## src/rtl/pe_pkg.sv

```systemverilog
// -----------------------------------------------------------------------------
// pe_pkg
// Shared definitions for the processing-element output path.
//   DW_DEF / AW_DEF : default result width and accumulator width
//   SAT_MAX/SAT_MIN : signed DW-bit range, held at accumulator width
//   pix_t           : one finished pixel {sat_flag, data}
//   sat()           : clamps an accumulator value into the DW range and
//                     reports whether clipping happened
// No ports (package).
// -----------------------------------------------------------------------------
package pe_pkg;

    localparam int DW_DEF = 16;
    localparam int AW_DEF = 32;

    localparam logic signed [AW_DEF-1:0] SAT_MAX = AW_DEF'((1 << (DW_DEF - 1)) - 1);
    localparam logic signed [AW_DEF-1:0] SAT_MIN = ~SAT_MAX;

    typedef struct packed {
        logic              sat_flag;
        logic [DW_DEF-1:0] data;
    } pix_t;

    // Clamp a wide signed sum into the DW range; sat_flag marks a clipped value.
    function automatic pix_t sat(input logic signed [AW_DEF-1:0] value);
        pix_t result;
        if (value > SAT_MAX) begin
            result.sat_flag = 1'b1;
            result.data     = SAT_MAX[DW_DEF-1:0];
        end else if (value < SAT_MIN) begin
            result.sat_flag = 1'b1;
            result.data     = SAT_MIN[DW_DEF-1:0];
        end else begin
            result.sat_flag = 1'b0;
            result.data     = value[DW_DEF-1:0];
        end
        return result;
    endfunction

endpackage

```

## src/rtl/sync_fifo.sv

```systemverilog
// -----------------------------------------------------------------------------
// sync_fifo
// Single-clock FIFO with a first-word fall-through head and a registered
// occupancy count. The head reads as zero while the FIFO is empty.
// A push into a full FIFO is accepted only when a pop happens on the same
// edge (the popped slot is the one being overwritten).
// Ports:
//   clk, rst_n      : clock, synchronous active-low reset
//   push, push_data : write request and data
//   pop             : consume the head entry (ignored when empty)
//   head            : current head entry
//   not_empty       : head holds a valid entry
//   count           : number of stored entries (registered)
// -----------------------------------------------------------------------------
module sync_fifo #(
    parameter int WIDTH = 17,
    parameter int DEPTH = 4
) (
    input  logic                   clk,
    input  logic                   rst_n,
    input  logic                   push,
    input  logic [WIDTH-1:0]       push_data,
    input  logic                   pop,
    output logic [WIDTH-1:0]       head,
    output logic                   not_empty,
    output logic [$clog2(DEPTH):0] count
);

    localparam int PW = $clog2(DEPTH);
    localparam logic [PW:0] FULL_COUNT = (PW + 1)'(DEPTH);

    logic [WIDTH-1:0] mem [DEPTH];
    logic [PW-1:0]    rd_ptr;
    logic [PW-1:0]    wr_ptr;
    logic             full;
    logic             do_push;
    logic             do_pop;

    // Flags, qualified handshakes and the fall-through head.
    always_comb begin
        not_empty = (count != '0);
        full      = (count == FULL_COUNT);
        do_pop    = pop && not_empty;
        do_push   = push && (!full || do_pop);
        head      = not_empty ? mem[rd_ptr] : '0;
    end

    // Pointers wrap naturally because DEPTH is a power of two.
    always_ff @(posedge clk) begin
        if (!rst_n) begin
            rd_ptr <= '0;
            wr_ptr <= '0;
            count  <= '0;
        end else begin
            if (do_push) begin
                wr_ptr <= wr_ptr + PW'(1);
            end
            if (do_pop) begin
                rd_ptr <= rd_ptr + PW'(1);
            end
            count <= count + {{PW{1'b0}}, do_push} - {{PW{1'b0}}, do_pop};
        end
    end

    // Storage needs no reset; the head is masked while empty.
    always_ff @(posedge clk) begin
        if (do_push) begin
            mem[wr_ptr] <= push_data;
        end
    end

endmodule

```

## src/rtl/psum_accum.sv

```systemverilog
// -----------------------------------------------------------------------------
// psum_accum
// Accumulates PE dot-product chunks into output pixels, saturates each
// finished pixel, buffers it and hands it downstream over valid/ready.
// The PE has no valid and cannot stall, so a PE_LAT-deep {valid,last} delay
// line marks which pe_result samples are real, and issue credit is granted
// only while every issued last already has a FIFO slot reserved.
// Optional build macro:
//   RELU_EN : negative saturated pixels are replaced by 0 (sat_flag unchanged)
// Ports:
//   clk, rst_n   : clock, synchronous active-low reset
//   issue_valid  : feeder presents an operand set to the PE
//   issue_last   : that operand set closes the current pixel
//   issue_ready  : feeder may issue this cycle
//   pe_result    : signed PE result, PE_LAT cycles after its issue
//   out_valid    : out_data / sat_flag hold a finished pixel
//   out_ready    : downstream accepts the pixel
//   out_data     : saturated pixel value (signed)
//   sat_flag     : pixel was clipped
//   err          : sticky, an issue arrived without credit
// -----------------------------------------------------------------------------
module psum_accum
    import pe_pkg::*;
#(
    parameter int PE_LAT     = 4,
    parameter int FIFO_DEPTH = 4,
    parameter int DW         = DW_DEF,
    parameter int AW         = AW_DEF
) (
    input  logic          clk,
    input  logic          rst_n,
    input  logic          issue_valid,
    input  logic          issue_last,
    output logic          issue_ready,
    input  logic [DW-1:0] pe_result,
    output logic          out_valid,
    input  logic          out_ready,
    output logic [DW-1:0] out_data,
    output logic          sat_flag,
    output logic          err
);

    localparam int CW = $clog2(FIFO_DEPTH + PE_LAT + 1);

    logic [PE_LAT-1:0]             dl_valid;
    logic [PE_LAT-1:0]             dl_last;
    logic                          issue_ok;
    logic                          beat_valid;
    logic                          beat_last;
    logic [CW-1:0]                 lasts_in_flight;
    logic [$clog2(FIFO_DEPTH):0]   fifo_count;
    logic signed [AW-1:0]          acc;
    logic signed [AW-1:0]          acc_next;
    logic signed [AW-1:0]          pe_ext;
    logic                          first;
    pix_t                          pix_in;
    pix_t                          head_pix;

    // Credit: lasts still travelling through the PE plus stored pixels must
    // stay below the FIFO depth. Both terms come from registers only.
    always_comb begin
        lasts_in_flight = '0;
        for (int i = 0; i < PE_LAT; i++) begin
            lasts_in_flight = lasts_in_flight + CW'(dl_valid[i] & dl_last[i]);
        end
        issue_ready = (CW'(fifo_count) + lasts_in_flight) < CW'(FIFO_DEPTH);
        issue_ok    = issue_valid & issue_ready;
        beat_valid  = dl_valid[PE_LAT-1];
        beat_last   = dl_last[PE_LAT-1];
    end

    // Delay line whose tail lines up with pe_result; illegal issues never enter.
    always_ff @(posedge clk) begin
        if (!rst_n) begin
            dl_valid <= '0;
            dl_last  <= '0;
        end else begin
            dl_valid <= (dl_valid << 1) | PE_LAT'(issue_ok);
            dl_last  <= (dl_last << 1) | PE_LAT'(issue_last);
        end
    end

    // Next accumulator value and the saturated (optionally rectified) pixel.
    always_comb begin
        pe_ext   = {{(AW - DW){pe_result[DW-1]}}, pe_result};
        acc_next = (first ? '0 : acc) + pe_ext;
        pix_in   = sat(acc_next);
`ifdef RELU_EN
        if (pix_in.data[DW_DEF-1]) begin
            pix_in.data = '0;
        end
`endif
    end

    // Accumulator, start-of-pixel marker and the sticky protocol error.
    always_ff @(posedge clk) begin
        if (!rst_n) begin
            acc   <= '0;
            first <= 1'b1;
            err   <= 1'b0;
        end else begin
            if (issue_valid && !issue_ready) begin
                err <= 1'b1;
            end
            if (beat_valid) begin
                acc   <= acc_next;
                first <= beat_last;
            end
        end
    end

    sync_fifo #(
        .WIDTH ($bits(pix_t)),
        .DEPTH (FIFO_DEPTH)
    ) u_fifo (
        .clk       (clk),
        .rst_n     (rst_n),
        .push      (beat_valid & beat_last),
        .push_data (pix_in),
        .pop       (out_valid & out_ready),
        .head      (head_pix),
        .not_empty (out_valid),
        .count     (fifo_count)
    );

    assign out_data = head_pix.data;
    assign sat_flag = head_pix.sat_flag;

endmodule

```

## config.mk

```make
export PLATFORM = sky130hd
export DESIGN_NAME = psum_accum
export DESIGN_NICKNAME = d
export VERILOG_FILES = /design/src/rtl/pe_pkg.sv /design/src/rtl/sync_fifo.sv /design/src/rtl/psum_accum.sv
export SDC_FILE = /design/constraint.sdc
export NUM_CORES = 1
export LEC_CHECK = 0
export CAP_MARGIN = 30
export CORE_MARGIN = 2
export CORE_UTILIZATION = 65
export CTS_CLUSTER_SIZE = 40
export DETAILED_ROUTE_END_ITERATION = 10
export PLACE_DENSITY = 0.95
export SLEW_MARGIN = 20
export SYNTH_ARGS = -nofsm -noshare
export SYNTH_HDL_FRONTEND = slang
export SYNTH_SLANG_ARGS = --single-unit
```

## constraint.sdc

```tcl
create_clock -name clk -period 9.6 [get_ports clk]
set_clock_uncertainty 0.15 [all_clocks]
set_input_delay 2.4 -clock clk [delete_from_list [all_inputs] [get_ports clk]]
set_output_delay 2.4 -clock clk [all_outputs]
set_load 0.03 [all_outputs]
```

### Word-level counts from Yosys, hierarchy flattened

Memory sizes are Yosys's and may differ from the RTL's. A register that Yosys moved wholly into a read port is not among the register bits.
Cells that the tools add are included.

* word-level logic and storage cells: 46
* bits of input ports: 21
* memories kept: 1
* output and inout port bits: 20
* memory bits (writable): 68
* bits in registers: 49

* add/sub/neg operators: 9
* equality and inequality tests: 1
* bitwise operators: 9
* multiplexer cells: 8
* order comparisons: 3
* reduce and logical (&&, ||, !) cells: 7

Memories
* u_fifo.mem: words 4, bits a word 17, rd ports 1, clocked after Yosys merged registers in 1, wr ports 1, RTL line sync_fifo.sv:32 `logic [WIDTH-1:0] mem [DEPTH];`

Operator list (count)
* 17-bit two-way mux: 3
* 32-bit adder: 1
* 32-bit by 16-bit greater-than comparator with 1-bit output, second input constant: 1
* 32-bit by 16-bit < comparator with 1-bit output, second input constant: 1
* 32-bit two-way mux: 1
* 4-bit by 1-bit OR with 4-bit output: 2
* 1-bit AND: 7
* 2-bit by 1-bit adder with 2-bit output, second input constant: 2
* 3-bit by 1-bit adder with 4-bit output: 1
* 3-bit by 4-bit adder with 4-bit output: 1
* 4-bit by 3-bit < comparator with 1-bit output, second input constant: 1
* 2-bit two-way mux: 2
* 2-bit by 1-bit adder with 3-bit output: 1
* 3-bit by 1-bit adder with 3-bit output: 1
* 3-bit equality test, second input constant: 1
* 1-bit logical AND: 3
* 3-bit nonzero test: 1
* 3-bit by 1-bit subtractor with 3-bit output: 1
* 1-bit by 1-bit adder with 2-bit output: 1
* 1-bit zero test: 2
* 1-bit two-way mux: 2
* 1-bit logical OR: 1

### Longest topological paths before layout

Gate-level depths: netlist of the first run.

* depth in word-level cells: 8
* gate-level depth with buffers: 15
* depth with buffers taken out: 13

### Hierarchy

A second synthesis of the first run with hierarchy kept.

* cell total of the unflattened synthesis: 684
* area total of the unflattened synthesis: 7220.7 µm²

Modules (own cells, without submodules)
* psum_accum: times used 1, seq. area each 840.8 µm², area each 4152.7 µm², cells each 526
* sync_fifo: times used 1, seq. area each 2222.1 µm², area each 3067.9 µm², cells each 158

### Worst setup path after synthesis of the first run

No wires, ideal clock.

* path kind: input port to flip-flop
* start point: in pe_result[0]
* end point: mem u_fifo.mem[0][16] (data pin)
* setup time: 0.271 ns
* arrival: 5.193 ns
* path buffers: 1
* required time: 9.179 ns
* stages on the path: 12
* path slack: 3.987 ns
* path through: ha_1 > fa_1 > a211oi_1 > o21ai_2 > a21oi_2 > o21ai_2 > or4_1 > and3_4 > nor4_2 > a41o_2 > buf_8 > nand2_1

RTL lines
* start: declaration: RTL line psum_accum.sv:35 `input logic [DW-1:0] pe_result,`
* end: declaration: RTL line sync_fifo.sv:32

==> impl_metrics.ini, run 1 <==
[status]
status = finished clean

[synthesis]
syn_avg_cell_area_um2 = 10.6
syn_nets = 715
synthMuxAreaShare = 0.0963
ys_seq_elements = 119
synth-xor-area-share = 0.0417
ys_seq_area_frac = 0.442
synth_top_family_by_area = simple AND/OR/NAND/NOR gates
ys_types = 63
yosys.area_share.simple = 0.165
synth_compound_area_frac = 0.141
synthAdderAreaFrac = 0.0791
yosys_most_used_dff = edfxtp_1
synth_area_um2 = 6920
synth_edf_count = 68
yosysWarnings = 0
synthCells = 652
async_reset_ff_frac = 0

[placement]
dp_hpwl_um = 11200
gp_congestion = 0.933
dp.cells = 804
place_area_um2 = 7410
numPortBuffers = 40

[min_path]
whs_endpoint = dl_valid[1]
holdPathStages = 1
min_path_type = reg -> reg
min-delay-start = dl_valid[0]

[sta]
worstMarginPinSlew_ns = 0.891
drv_slew = 0
finalCritPeriodShare = 0.703
tns_ns = 0
rsz0062_at_grt = false
hold_viol_final = 0
relSlewSlack = 0.406
setup_viol = 0
timing.fmax_mhz = 148
period_minus_slack_ns = 6.75

[detailed_routing]
wl_per_cell_um = 22.7
drt_iter0_drc = 757
routed-wl-met2_um = 9190
viasPerCell = 6.67
wl_met3_um = 1800
vias = 5593
topRoutingLayerUsed = met4
drc = 0
drt-total-wl_um = 19000
ant_nets = 0
first_pass_iters = 6
wl_met1_um = 7000

[power]
clkPwrFrac = 0.391
combPwrFrac = 0.256
switching_power_w = 0.000542
p_int_w = 0.00113
pwr-share-seq = 0.354
irDropWorstVdd_v = 0.000169
powerDensity_nw_per_um2 = 209
finalPower_w = 0.00168
power_leakage_nw = 2.83
swShare = 0.323

[worst_setup_path]
crit_path_start = pe_result[15]
worstSetupPathType = in -> reg
cp_data_arrival_time_ns = 6.81
worst_setup_path_end_kind = flip-flop
rr_endpoint = u_fifo.mem[1][2]
cp_cell_sequence = clkdlybuf4s50_1 -> ha_1 -> a21oi_1 -> o21ai_1 -> a41oi_1 -> nand2_1 -> a31oi_1 -> o311ai_1 -> a21oi_1 -> xor2_1 -> a41o_2 -> o21ai_1
critPathRequiredTime_ns = 9.66
crit_fanout = 17
crit-reg2reg-launch = first
path_buf_inv = 1
reg2reg_slack_ns = 4.63
reg2reg_depth = 13
cp_num_cells = 12
slowest_stage = clkdlybuf4s50_1
slowest_delay_ns = 0.86
start_kind = input port
crit_family = compound AO/OA/AOI/OAI gates

[cts]
numCtsBuffers = 17
clk_pin_slew_ns = 0.06
cts_tree = built
cts_root_buf = clkbuf_8
clock_latency_ns = 0.53
cts_sinks = 119
postCtsHoldBufs = 0
htree_num_levels = 4
post_cts_buffers = 0
post_cts_resized = 0
clk_path_buf_depth = 2

[global_routing]
grt_pass1_vias = 5494
grt_util_all_layers = 0.349
overflow = 0
antenna_found_initial = 0
grt_pass1_wl_um = 30000
grt_max_degree = 51

[finish]
drive_above_1_share = 0.124
final_area_um2 = 8040
final-instance-count-excl-fill = 838
layout.nets = 752
finish.utilization = 0.778
syn_to_final_growth_pct = 16.1
nFillCells = 535
diodes = 0

[floorplanning]
die_area_um2 = 11500
coreArea_um2 = 10300
start_util = 0.671
fp.dieH_um = 107
row_count = 37
ios = 41
dieWidth_um = 107

[flow_run]
drv_cap = 0
-- logic make-up after synthesis --
family / count (synthesis)
multiplexers: 45
AND/OR/NAND/NOR: 213
flip-flops: 119
buffers and inverters: 58
XOR/XNOR: 33
adder cells (fa/ha/maj): 42
AO/OA/AOI/OAI: 142
-- worst max path at each step --
stage / to / slack [ns]
CTS: u_fifo.mem[1][2] / 3.03
finish: u_fifo.mem[1][2] / 2.85
floorplan: u_fifo.mem[0][16] / 3.99
detailed placement: u_fifo.mem[0][2] / 2.67
global placement: u_fifo.mem[0][4] / 2.93
global route: u_fifo.mem[1][2] / 2.59
-- flip-flops by register name (all words and copies together), names as in the netlist, named ones only --
name / cells
u_fifo.rd_ptr: 2
first: 1
dl_valid: 4
u_fifo.wr_ptr: 2
u_fifo.mem: 68
err: 1
u_fifo.count: 3
acc: 32
dl_last: 4
-- power groups by stage --
stage	combinational (W)	clock [W]	sequential, W
final	0.000429	0.000655	0.000593
after global routing	0.000454	0.000670	0.000598
after CTS	0.000429	0.000650	0.000594
after detailed placement	0.000418	0	0.000605
after global placement	0.000401	0	0.000603
after floorplan	0.000300	0	0.000576
-- cells in the mapped netlist (5+ instances only) --
| library cell | count | area (um2) |
|---|---|---|
| a21oi_1 | 44 | 220 |
| and2_1 | 50 | 313 |
| clkbuf_1 | 18 | 67.6 |
| dfxtp_1 | 51 | 1020 |
| edfxtp_1 | 68 | 2040 |
| ha_1 | 39 | 488 |
| inv_1 | 31 | 116 |
| mux2i_1 | 25 | 250 |
| mux4_2 | 17 | 383 |
| nand2_1 | 44 | 165 |
| nand3_1 | 12 | 60.1 |
| nor2_1 | 39 | 146 |
| nor2b_1 | 39 | 244 |
| nor3_1 | 6 | 30.0 |
| o211ai_1 | 5 | 37.5 |
| o21a_1 | 9 | 67.6 |
| o21ai_0 | 20 | 100 |
| o21ai_1 | 10 | 50.1 |
| o21ai_2 | 13 | 114 |
| o21bai_1 | 5 | 37.5 |
| xnor2_1 | 15 | 131 |
| xor2_1 | 18 | 158 |
-- layout make-up --
class                           count  area (um2)  area share
Sequential cell                   119        3070       0.381
Clock inverter                     15         181      0.0226
Multi-Input combinational cell    475        3620       0.450
Tap cell                          136         170      0.0212
Inverter                           31         116      0.0145
Timing Repair Buffer               45         469      0.0584
Clock buffer                       17         414      0.0515
-- metal layers --
metal / global-route usage / vias to the layer above
met2: 0.589 / 444
met1: 0.418 / 2585
met4: 0.175 / 0
met3: 0.0796 / 119
met5: 0 / -
li1: - / 2445
-- per-stage QoR --
| step | hold WS [ns] | setup slack (ns) |
|---|---|---|
| 2_1_floorplan | 0.280 | 3.99 |
| 3_3_place_gp | 0.285 | 2.93 |
| 3_5_place_dp | 0.300 | 2.67 |
| 4_1_cts | 0.315 | 3.03 |
| 5_1_grt | 0.329 | 2.59 |
| 6_report | 0.309 | 2.85 |
-- layout by cell type, fill, tap and decap left out, types with 4 or more instances in the layout --
master,count
inv_8,4
edfxtp_1,68
a21oi_1,44
nor2_1,39
inv_6,6
inv_1,31
xnor2_1,15
and2_1,50
mux2i_1,25
o21ai_0,20
mux4_2,17
ha_1,39
o21ai_1,10
clkbuf_16,16
o211ai_1,5
nand3_1,12
dfxtp_1,49
clkdlybuf4s50_1,40
xor2_1,18
nor3_1,6
nor2b_1,39
o21a_1,9
o21ai_2,13
o211a_1,4
nand2_1,44
o21bai_1,5
-- worst register-to-register path: cells and delay by family, from the launching register on --
family,cells,cell delay [ns]
fa+ha+maj,1,0.51
simple gates,2,0.31
compound gates,7,2.16
xor+xnor,1,0.63
flops,1,0.37
buf+inv,2,0.52
Note: power is estimated with default switching activity, not from simulation.
==> run 2: changes to the inputs <==
--- a/config.mk
+++ b/config.mk
@@ -7,10 +7,10 @@
 export LEC_CHECK = 0
 export CAP_MARGIN = 30
 export CORE_MARGIN = 2
-export CORE_UTILIZATION = 65
+export CORE_UTILIZATION = 54
 export CTS_CLUSTER_SIZE = 40
 export DETAILED_ROUTE_END_ITERATION = 10
-export PLACE_DENSITY = 0.95
+export PLACE_DENSITY = 0.87
 export SLEW_MARGIN = 20
 export SYNTH_ARGS = -nofsm -noshare
 export SYNTH_HDL_FRONTEND = slang
==> constraint.sdc (replaced) <==
create_clock -name clk -period 6 [get_ports clk]
set_clock_uncertainty 0.15 [all_clocks]
set_input_delay 1.5 -clock clk [delete_from_list [all_inputs] [get_ports clk]]
set_output_delay 1.5 -clock clk [all_outputs]
set_load 0.03 [all_outputs]
==> run 2 against run 1 <==
Via count down 7.9%. Total power grew 58%. Critical path depth is 1 higher. First-iteration DRC count is 30% lower. Setup slack worse by 2.2 ns. Combinational power increased by 65%. Global-route usage is 11 points lower. Core utilization is 14 points lower. Flip-flop and latch count unchanged. Cell area increased by 0.23%. Cell count rose by 4.4%. Register-to-register slack worse by 3.3 ns. Largest power group unchanged.
==> impl_metrics.ini, run 2 (synthesis results as in run 1) <==
[status]
status = finished clean

[sta]
whs_ns = 0.305
hold_viol_final = 0
period_minus_slack_ns = 5.40
setup_viol = 0
finalCritPeriodShare = 0.900
tns_ns = 0
worstMarginPinSlew_ns = 0.956
timing.fmax_mhz = 185
relSlewSlack = 0.362
drv_slew = 0
rsz0062_at_grt = false

[cts]
clk_pin_slew_ns = 0.06
cts_tree = built
cts_root_buf = clkbuf_16
clk_path_buf_depth = 2
post_cts_buffers = 0
postCtsHoldBufs = 0
cts_sinks = 119
clock_latency_ns = 0.42
numCtsBuffers = 17
post_cts_resized = 0
htree_num_levels = 4

[worst_setup_path]
worstSetupPathType = in -> reg
crit_fanout = 15
critPathRequiredTime_ns = 6.04
worst_setup_path_end_kind = flip-flop
start_kind = input port
cp_data_arrival_time_ns = 5.44

[floorplanning]
start_util = 0.551
coreArea_um2 = 12600
fp.dieH_um = 117
die_area_um2 = 13700
row_count = 41
dieWidth_um = 117
ios = 41

[finish]
final_area_um2 = 8060
layout_common_cells = edfxtp_1, and2_1, dfxtp_1
largest_register = u_fifo.mem
syn_to_final_growth_pct = 16.3
finish.utilization = 0.641
final_common_cell = edfxtp_1
diodes = 0
biggestRegsByFlops = u_fifo.mem (68), acc (32)
layout.nets = 753
largest_reg_flops = 68
drive_above_1_share = 0.124

[detailed_routing]
drt-total-wl_um = 15900
viasPerCell = 5.88
drt_iter0_drc = 530
drc = 0
vias = 5149
ant_nets = 0
first_pass_iters = 5
wl_per_cell_um = 18.2

[global_routing]
overflow = 0
grt_max_degree = 51
grt_util_all_layers = 0.243
grt_pass1_vias = 4958
grt_pass1_wl_um = 25000
antenna_found_initial = 0

[flow_run]
drv_cap = 0

[power]
pwr-share-seq = 0.346
clkPwrFrac = 0.386
powerDensity_nw_per_um2 = 328
irDropWorstVdd_v = 0.000148
swShare = 0.308
finalPower_w = 0.00264
switching_power_w = 0.000813
p_int_w = 0.00183
combPwrFrac = 0.268
power_leakage_nw = 2.83

[min_path]
min_path_type = reg -> reg

[placement]
dp_hpwl_um = 11100
place_area_um2 = 7460
gp_congestion = 1.00
numPortBuffers = 40
run 2: worst max-delay path, stage by stage:
cell,delay [ns]
clkdlybuf4s50_1,0.62
buf_4,0.29
ha_1,0.42
a21oi_1,0.27
o21ai_1,0.21
o211ai_1,0.28
nor2_1,0.06
a311oi_1,0.24
and3_4,0.26
and4bb_1,0.24
o2111ai_2,0.17
o31a_4,0.49
o21ai_1,0.38
run 2: cell type report:
cell class              count  area (um2)
clock buffers              17         425
clock inverters            15         169
fillers                   934        4510
inverters                  31         116
multi-input cells         475        3620
flip-flops and latches    119        3060
well taps                 172         215
repair buffers             46         445
run 2: worst paths after layout:
kind | startpoint | slack (ns) | cells past startpoint | end
setup / recovery | pe_result[15] | 0.60 | 13 | u_fifo.mem[0][2]
hold / removal | dl_last[1] | 0.31 | 1 | dl_last[2]
setup reg to reg | first | 1.29 | 13 | u_fifo.mem[0][2]
hold reg to reg | dl_last[1] | 0.31 | 1 | dl_last[2]
run 2: power groups by stage:
stage               Combinational (W)  Sequential (W)  Clock [W]
global placement             0.000682        0.000931          0
detailed placement           0.000708        0.000933          0
CTS                          0.000716        0.000916    0.00103
global route                 0.000771        0.000919    0.00106
finish                       0.000709        0.000915    0.00102
floorplan                    0.000481        0.000922          0
run 2: layer usage:
metal  vias up  wire, um  global-route usage
met5         -         0                   0
met4         0       380              0.0925
met3        38       834              0.0525
met2       208      8090               0.417
met1      2460      6640               0.299
li1       2443         -                   -
run 2: per-stage QoR:
stage	instances	setup WS, ns
floorplan	652	1.29
global placement	843	0.403
detailed placement	843	0.246
CTS	875	0.699
global route	875	0.383
finish	875	0.602
